## config.mk

```make
export PLATFORM = sky130hd
export DESIGN_NAME = seq_alu
export DESIGN_NICKNAME = d
export VERILOG_FILES = /design/src/rtl/seq_alu_pkg.sv /design/src/rtl/seq_alu_divider.sv /design/src/rtl/seq_alu.sv
export SDC_FILE = /design/constraint.sdc
export NUM_CORES = 1
export LEC_CHECK = 0
export CAP_MARGIN = 15
export CORE_AREA = 5 5 150 152
export DETAILED_ROUTE_END_ITERATION = 6
export DIE_AREA = 0 0 155 157
export DONT_BUFFER_PORTS = 1
export HOLD_SLACK_MARGIN = 0.06
export PLACE_DENSITY = 0.75
export RECOVER_POWER = 25
export SLEW_MARGIN = 25
export SYNTH_ARGS = -nofsm -noshare
export SYNTH_HDL_FRONTEND = slang
export SYNTH_HIERARCHICAL = 1
export SYNTH_SLANG_ARGS = --single-unit
```

## constraint.sdc

```tcl
create_clock -name hz100 -period 11.8 [get_ports hz100]
set_input_delay 0 -clock hz100 [delete_from_list [all_inputs] [get_ports hz100]]
set_output_delay 0 -clock hz100 [all_outputs]
set_load 0.005 [all_outputs]
```

## src/rtl/seq_alu_pkg.sv

```systemverilog
// seq_alu_pkg: opcode constants and FSM state type shared by the sequential ALU.
package seq_alu_pkg;
  localparam logic [3:0] OP_ADD = 4'h1;
  localparam logic [3:0] OP_SUB = 4'h2;
  localparam logic [3:0] OP_DIV = 4'h3;
  localparam logic [3:0] OP_MUL = 4'h4;
  typedef enum logic [1:0] {IDLE, CALC, FIN} state_e;
endpackage

```

## src/rtl/seq_alu_divider.sv

```systemverilog
// seq_alu_divider: restoring-divide step datapath, one quotient bit per step, MSB first.
module seq_alu_divider
  import seq_alu_pkg::*;
#(
  parameter int WIDTH = 16
) (
  input  logic             clk,
  input  logic             load_i,
  input  logic             step_i,
  input  logic [WIDTH-1:0] dividend_i,
  input  logic [WIDTH-1:0] divisor_i,
  output logic [WIDTH-1:0] rem_o,
  output logic [WIDTH-1:0] quo_o
);
  logic [WIDTH-1:0] rem_q, quo_q;
  logic [WIDTH:0]   trial;
  // rem_o/quo_o are the post-step values so the final step can be captured directly
  assign trial = {rem_q, quo_q[WIDTH-1]} - {1'b0, divisor_i};
  assign rem_o = trial[WIDTH] ? {rem_q[WIDTH-2:0], quo_q[WIDTH-1]} : trial[WIDTH-1:0];
  assign quo_o = {quo_q[WIDTH-2:0], ~trial[WIDTH]};
  always_ff @(posedge clk) begin
    if (load_i) begin
      rem_q <= '0;
      quo_q <= dividend_i;
    end else if (step_i) begin
      rem_q <= rem_o;
      quo_q <= quo_o;
    end
  end
endmodule

```

## src/rtl/seq_alu.sv

```systemverilog
// seq_alu: multi-cycle ADD/SUB/shift-add MUL/restoring DIV with busy/done handshake.
// Define SEQ_ALU_EARLY_EXIT_EN to end MUL once the remaining multiplier bits are zero.
module seq_alu
  import seq_alu_pkg::*;
#(
  parameter int WIDTH = 16
) (
  input  logic               hz100,
  input  logic               reset,
  input  logic               start,
  input  logic [3:0]         opcode,
  input  logic [WIDTH-1:0]   val_a,
  input  logic [WIDTH-1:0]   val_b,
  output logic               busy,
  output logic               done,
  output logic               err,
  output logic [2*WIDTH-1:0] result
);
  localparam int CW = $clog2(WIDTH);
  state_e             state_q, state_d;
  logic [CW-1:0]      cnt_q, cnt_d;
  logic [3:0]         op_q;
  logic [WIDTH-1:0]   a_q, b_q, mplier_q, rem_nx, quo_nx;
  logic [2*WIDTH-1:0] mcand_q, acc_q, acc_nx, res_q, res_nx, wa, wb;
  logic               err_q, err_nx, accept, last, mul_done, div_zero;
  assign accept   = start && state_q != CALC;
  assign wa       = {{WIDTH{1'b0}}, a_q};
  assign wb       = {{WIDTH{1'b0}}, b_q};
  assign acc_nx   = acc_q + (mplier_q[0] ? mcand_q : '0);
  assign div_zero = op_q == OP_DIV && b_q == '0;
`ifdef SEQ_ALU_EARLY_EXIT_EN
  assign mul_done = (mplier_q >> 1) == '0;
`else
  assign mul_done = 1'b0;
`endif
  assign last   = state_q == CALC && (cnt_q == '0 || (op_q == OP_MUL && mul_done));
  assign err_nx = !(op_q inside {OP_ADD, OP_SUB, OP_DIV, OP_MUL}) || div_zero;
  assign res_nx = err_nx ? '0 :
                  op_q == OP_ADD ? wa + wb :
                  op_q == OP_SUB ? wa - wb :
                  op_q == OP_MUL ? acc_nx : {rem_nx, quo_nx};
  assign busy   = state_q == CALC;
  assign done   = state_q == FIN;
  assign err    = err_q;
  assign result = res_q;
  seq_alu_divider #(.WIDTH(WIDTH)) u_div (
    .clk       (hz100),
    .load_i    (accept),
    .step_i    (state_q == CALC && op_q == OP_DIV),
    .dividend_i(val_a),
    .divisor_i (b_q),
    .rem_o     (rem_nx),
    .quo_o     (quo_nx)
  );
  always_comb begin
    state_d = state_q;
    cnt_d   = cnt_q;
    if (accept) begin
      state_d = CALC;
      cnt_d   = (opcode == OP_MUL || (opcode == OP_DIV && val_b != '0)) ? CW'(WIDTH - 1) : '0;
    end else if (state_q == CALC) begin
      state_d = last ? FIN : CALC;
      cnt_d   = cnt_q - 1'b1;
    end else if (state_q == FIN) begin
      state_d = IDLE;
    end
  end
  always_ff @(posedge hz100) begin
    if (reset) begin
      state_q <= IDLE;
      cnt_q   <= '0;
      res_q   <= '0;
      err_q   <= 1'b0;
    end else begin
      state_q <= state_d;
      cnt_q   <= cnt_d;
      if (accept) begin
        op_q     <= opcode;
        a_q      <= val_a;
        b_q      <= val_b;
        mplier_q <= val_a;
        mcand_q  <= {{WIDTH{1'b0}}, val_b};
        acc_q    <= '0;
        err_q    <= 1'b0;
      end else if (state_q == CALC) begin
        mplier_q <= mplier_q >> 1;
        mcand_q  <= mcand_q << 1;
        acc_q    <= acc_nx;
        if (last) begin
          res_q <= res_nx;
          err_q <= err_nx;
        end
      end
    end
  end
endmodule

```

# After elaboration in Yosys (flattened, before gate mapping)
# Index checks and enable logic that the tools add are counted.
# classes
add_sub_neg,5
eq_ne,9
muxes,20
n_bitwise,3
n_reduce_logical,21
# ops
operator,count
2-to-1 mux 32 bit,7
2-to-1 mux 16 bit,6
adder 32 bit,1
adder 16 x 16 -> 17 bit,1
subtractor 16 x 16 -> 17 bit,1
subtractor 17 x 16 -> 17 bit,1
zero test 16 bit,1
nonzero test 16 bit,1
equality test 4 x 2 -> 1 bit (second input constant),3
2-to-1 mux 4 bit,3
equality test 4 x 3 -> 1 bit (second input constant),2
2-to-1 mux 2 bit,3
AND reduction 2 bit,3
nonzero test 2 bit,3
logical AND 1 bit,5
equality test 4 x 1 -> 1 bit (second input constant),1
zero test 4 bit,1
nonzero test 4 bit,1
subtractor 4 x 1 -> 4 bit (second input constant),1
inverter 1 bit,3
AND reduction 3 bit,1
nonzero test 3 bit,1
equality test 2 x 1 -> 1 bit (second input constant),1
equality test 2 bit (second input constant),1
5 further kinds,6
# totals
regBits,187
inputBits,39
output_inout_bits,35
word_cells,72

# Longest topological paths before layout
# logic_depth
ltp_word,6
depth_mapped,15
ltp_nobuf,14

# Cells and area by module
# Netlist, hierarchy kept.
# modules_own_cells
mod,n_inst,cells_per_inst,area_each_um2,seq_area_each_um2
seq_alu,1,1061,9882.0,4264.1
seq_alu_divider,1,272,2512.4,800.8

# Worst setup path before layout
# Ideal clock, no wire load.
# synth_path
path_type,register -> register
start,reg state_q[1]
end,reg cnt_q[2]
setup_ns,0.100
arrival_time_ns,4.727
required_time_ns,11.700
path_slack_ns,6.973
path_stages_with_launch,8
path_buffers,1
period_less_slack_ns,4.827
cell_sequence,dfxtp_1 > inv_1 > ha_1 > clkbuf_1 > nor2_1 > nor2_1 > a21oi_1 > a311oi_1
# synth_via
elab_cells_between_ends,5
classes_between,2 x eq/ne; 1 x mux; 2 x reduce/logical
# synth_lines
element,line,rtl
"start, declared",seq_alu.sv:20,"state_e state_q, state_d;"
"start signal, assigned",seq_alu.sv:75,state_q <= state_d;
equality test 2 x 1 -> 1 bit,--,
named net busy,seq_alu.sv:14,"output logic busy,"
nonzero test 2 bit (no line),--,
"end signal, assigned",seq_alu.sv:76,cnt_q <= cnt_d;
"end, declared",seq_alu.sv:21,"logic [CW-1:0] cnt_q, cnt_d;"
# The timed path passes the listed nets, and every way through them passes these cells.
# A chain may end at the register's enable or synchronous reset.

# Final worst setup path
# layout_path
start,reg state_q[0]
end,reg u_div.quo_q[1] (enable)
# layout_via
elab_chain_len,3
elab_cells_between_ends,5
classes_between,2 x eq/ne; 3 x reduce/logical
# layout_lines
element,line,rtl
equality test 2 x 1 -> 1 bit,--,
named net busy,seq_alu.sv:14,
logical AND 1 bit,seq_alu.sv:49,".step_i (state_q == CALC && op_q == OP_DIV),"
nonzero test 2 bit (no line),--,
"end signal, assigned",seq_alu_divider.sv:24,quo_q <= dividend_i;
"end signal, assigned",seq_alu_divider.sv:27,quo_q <= quo_o;
"end, declared",seq_alu_divider.sv:15,"logic [WIDTH-1:0] rem_q, quo_q;"
# The timed path passes the listed nets, and every way through them passes these cells.

==> results.txt <==
CTS tree -> yes
min-delay worst type -> primary input to register
Ys Warns -> 6
Max-cap violations -> 1
Reg area -> 5060 sq um
number of port buffers -> 0
Startpoint Class -> register
Worst Path Arrival -> 5.83 ns
count leader, synth -> nand2_1
first-pass GRT wire length -> 54400 microns
Seq/Total Area, Yosys -> 40.9%
Post-synth ARST share -> 0%
clock skew -> 0.0142 ns
count of pins over their slew limit -> 59
R2R depth -> 7
CTS Buf Count -> 17
largest net degree at the start of global routing -> 82
Tmin final -> 5.76 ns
largest cells by area after synthesis -> edfxtp_1 (32%), dfxtp_1 (8.9%), ha_1 (8.4%)
Congestion Overflow GR -> 0
I/O Pins -> 74
CTS Sinks -> 187
Pwr Total -> 1.83 mW
Data required, critical path -> 11.87 ns
Layout fillers -> 1656
multi-input logic area -> 6770 sq um
Starting Density -> 59.3%
leakage dissipation -> 5.34 nW
Post-DRT Antenna Nets -> 0
Setup TNS -> 0 ns
Cell variety after synth -> 97
Setup crit end kind -> register
hold_sp -> reset
crit path kind -> register to register
Placer Congestion -> 0.951
# DRC -> 0
WHS Path Cells -> 2
starting DRC count in detailed routing -> 947
Yosys reg bits -> 187
Row Count -> 53
vias per cell -> 6.36
Peak supply drop -> 0.102 mV
post-place setup slack -> 8.26 ns
post-cts resize count -> 0
Fmax -> 174 MHz
Clock Pin Slew Worst Setup and Hold Paths -> 0.08 ns
prevailing post-synth register cell -> edfxtp_1
PwrDens -> 135 nW/um^2
postcts setup bufs -> 0
Area Growth Syn to Fin -> 9.27%
via count -> 10300
Final setup viols -> 0
Worst Hold End -> result[7]$_SDFFE_PP0P_
diode count -> 0
Tightest Pin Transition -> 2.62 ns
Final WS setup -> 6.04 ns
Post-Syn Instances -> 1333
half-perimeter wire length after detailed placement -> 24500 microns
Final Hold Fails -> 0
DRT Pass-1 Iters -> 6
Slew headroom -> -74.9%
CTS H-tree lvls -> 4
DR WL/cell -> 21.2 microns
Mapped Area -> 12400 sq um
area leader, netlist -> edfxtp_1
die area -> 24300 sq um
Core ar. -> 20900 sq um
Critical Path Fanout Max -> 58
top-area cell type share of the netlist area -> 32.0%
layout net count -> 1461
Die W -> 155 microns
period utilisation layout -> 48.8%
R2R setup slack -> 6.04 ns
Clock Tree Buf Depth -> 2
RSZ-0062 raised after global routing -> false
via count of the first global-routing pass -> 9964
number of synthesized flops with an enable pin -> 132
commonest cells in the synthesized netlist -> nand2_1 (173), edfxtp_1 (132), nor2_1 (127)
Syn Area/Cell -> 9.30 sq um
layout cells sized above 1 -> 8.46%
Clock Latency Late Sink -> 0.45 ns
failing checks -> capacitance limit, slew limit
initial antenna violation count -> 0
die height -> 157 microns
root buf cell -> clkbuf_16
R2R Path Start -> state_q[0]$_SDFFE_PP0P_
status -> finished, violations left
Routed WL -> 34400 microns
r2r endpoint -> u_div/quo_q[1]$_DFFE_PP_
All-Layer GR Usage -> 28.4%
syn nets -> 1459
==> registers in the layout (all words and copies together), names as in the netlist, 16 cells and up <==
name	count
a_q	16
acc_q	32
b_q	16
mcand_q	32
mplier_q	16
result	32
u_div/quo_q	16
u_div/rem_q	16
==> where the power goes <==
group	leakage (nW)	switching (mW)	internal, mW
sequential	1.71	0.0334	0.769
combinational	3.34	0.266	0.167
clock	0.294	0.289	0.303
==> through the flow <==
stage	std cells	util [%]	cell area, sq um	hold WS, ns
after floorplan	1333	-	12400	0.0989
after global placement	1550	59.9	12500	0.0733
after detailed placement	1552	60.1	12600	0.0738
after CTS	1622	64.8	13500	0.0702
after global routing	1622	64.8	13500	0.0960
final	1622	64.8	13500	0.0785
==> logic make-up (layout without fill, tap and decap cells) <==
group | Yosys count | count (layout) | share of synthesized area (%)
fa+ha+maj | 87 | 87 | 9.02
flops | 187 | 187 | 40.9
compound gates | 356 | 356 | 20.1
buf+inv | 133 | 147 | 4.81
xor+xnor | 45 | 45 | 3.18
mux | 30 | 30 | 2.71
simple gates | 495 | 495 | 19.3
==> worst max-delay path by stage <==
stage	from	endpoint	slack, ns	cells after the start
3_3_place_gp	mplier_q[0]$_DFFE_PP_	result[16]$_SDFFE_PP0P_	8.32	11
5_1_grt	state_q[0]$_SDFFE_PP0P_	u_div/quo_q[13]$_DFFE_PP_	5.39	7
2_1_floorplan	state_q[1]$_SDFFE_PP0P_	cnt_q[2]$_SDFFE_PP0N_	6.97	7
3_5_place_dp	mplier_q[0]$_DFFE_PP_	result[16]$_SDFFE_PP0P_	8.26	11
6_report	state_q[0]$_SDFFE_PP0P_	u_div/quo_q[1]$_DFFE_PP_	6.04	7
4_1_cts	mplier_q[0]$_DFFE_PP_	result[16]$_SDFFE_PP0P_	8.15	11
==> worst max-delay path, cell delays in order, from the launching register on <==
cell      delay, ns
dfxtp_1        0.36
ha_1           0.44
inv_1          0.13
nand2_2        0.08
clkbuf_1       1.85
clkinv_2       1.35
nor2_1         0.66
inv_1          0.48
==> area by class of cell <==
type	instances	share of cell area [%]
sequential	187	37.4
inverter	64	1.78
clock buffer	17	3.14
timing repair buffer	52	3.86
tap	275	2.54
clock inverter	14	1.26
multi-input combinational	1013	50.0
==> cells in the final DEF (no fill, tap or decap), drive strengths merged, types with 31 or more instances in the layout <==
cell type    count
inv             72
a21oi           97
o21ai           69
edfxtp         132
dlygate4sd3     38
dfxtp           55
nand2          173
ha              83
and2            65
nor2           130
xnor2           31
==> per-layer routing <==
layer | routed length, microns | part of all wire [%] | global-route usage (%) | vias to the layer above
li1 | - | - | - | 4831
met1 | 14100 | 41 | 37.4 | 4917
met2 | 16100 | 47 | 46.8 | 478
met3 | 3100 | 9.0 | 6.13 | 82
met4 | 1090 | 3.2 | 9.67 | 0
met5 | 0 | 0 | 0 | -
==> what timing repair did <==
item                                    in CTS  in global routing
endpoints found under the hold margin      143                  0
endpoints found under the setup margin       0                  0
hold buffers                                39                  0
Note: power is estimated with default switching activity, not from simulation.
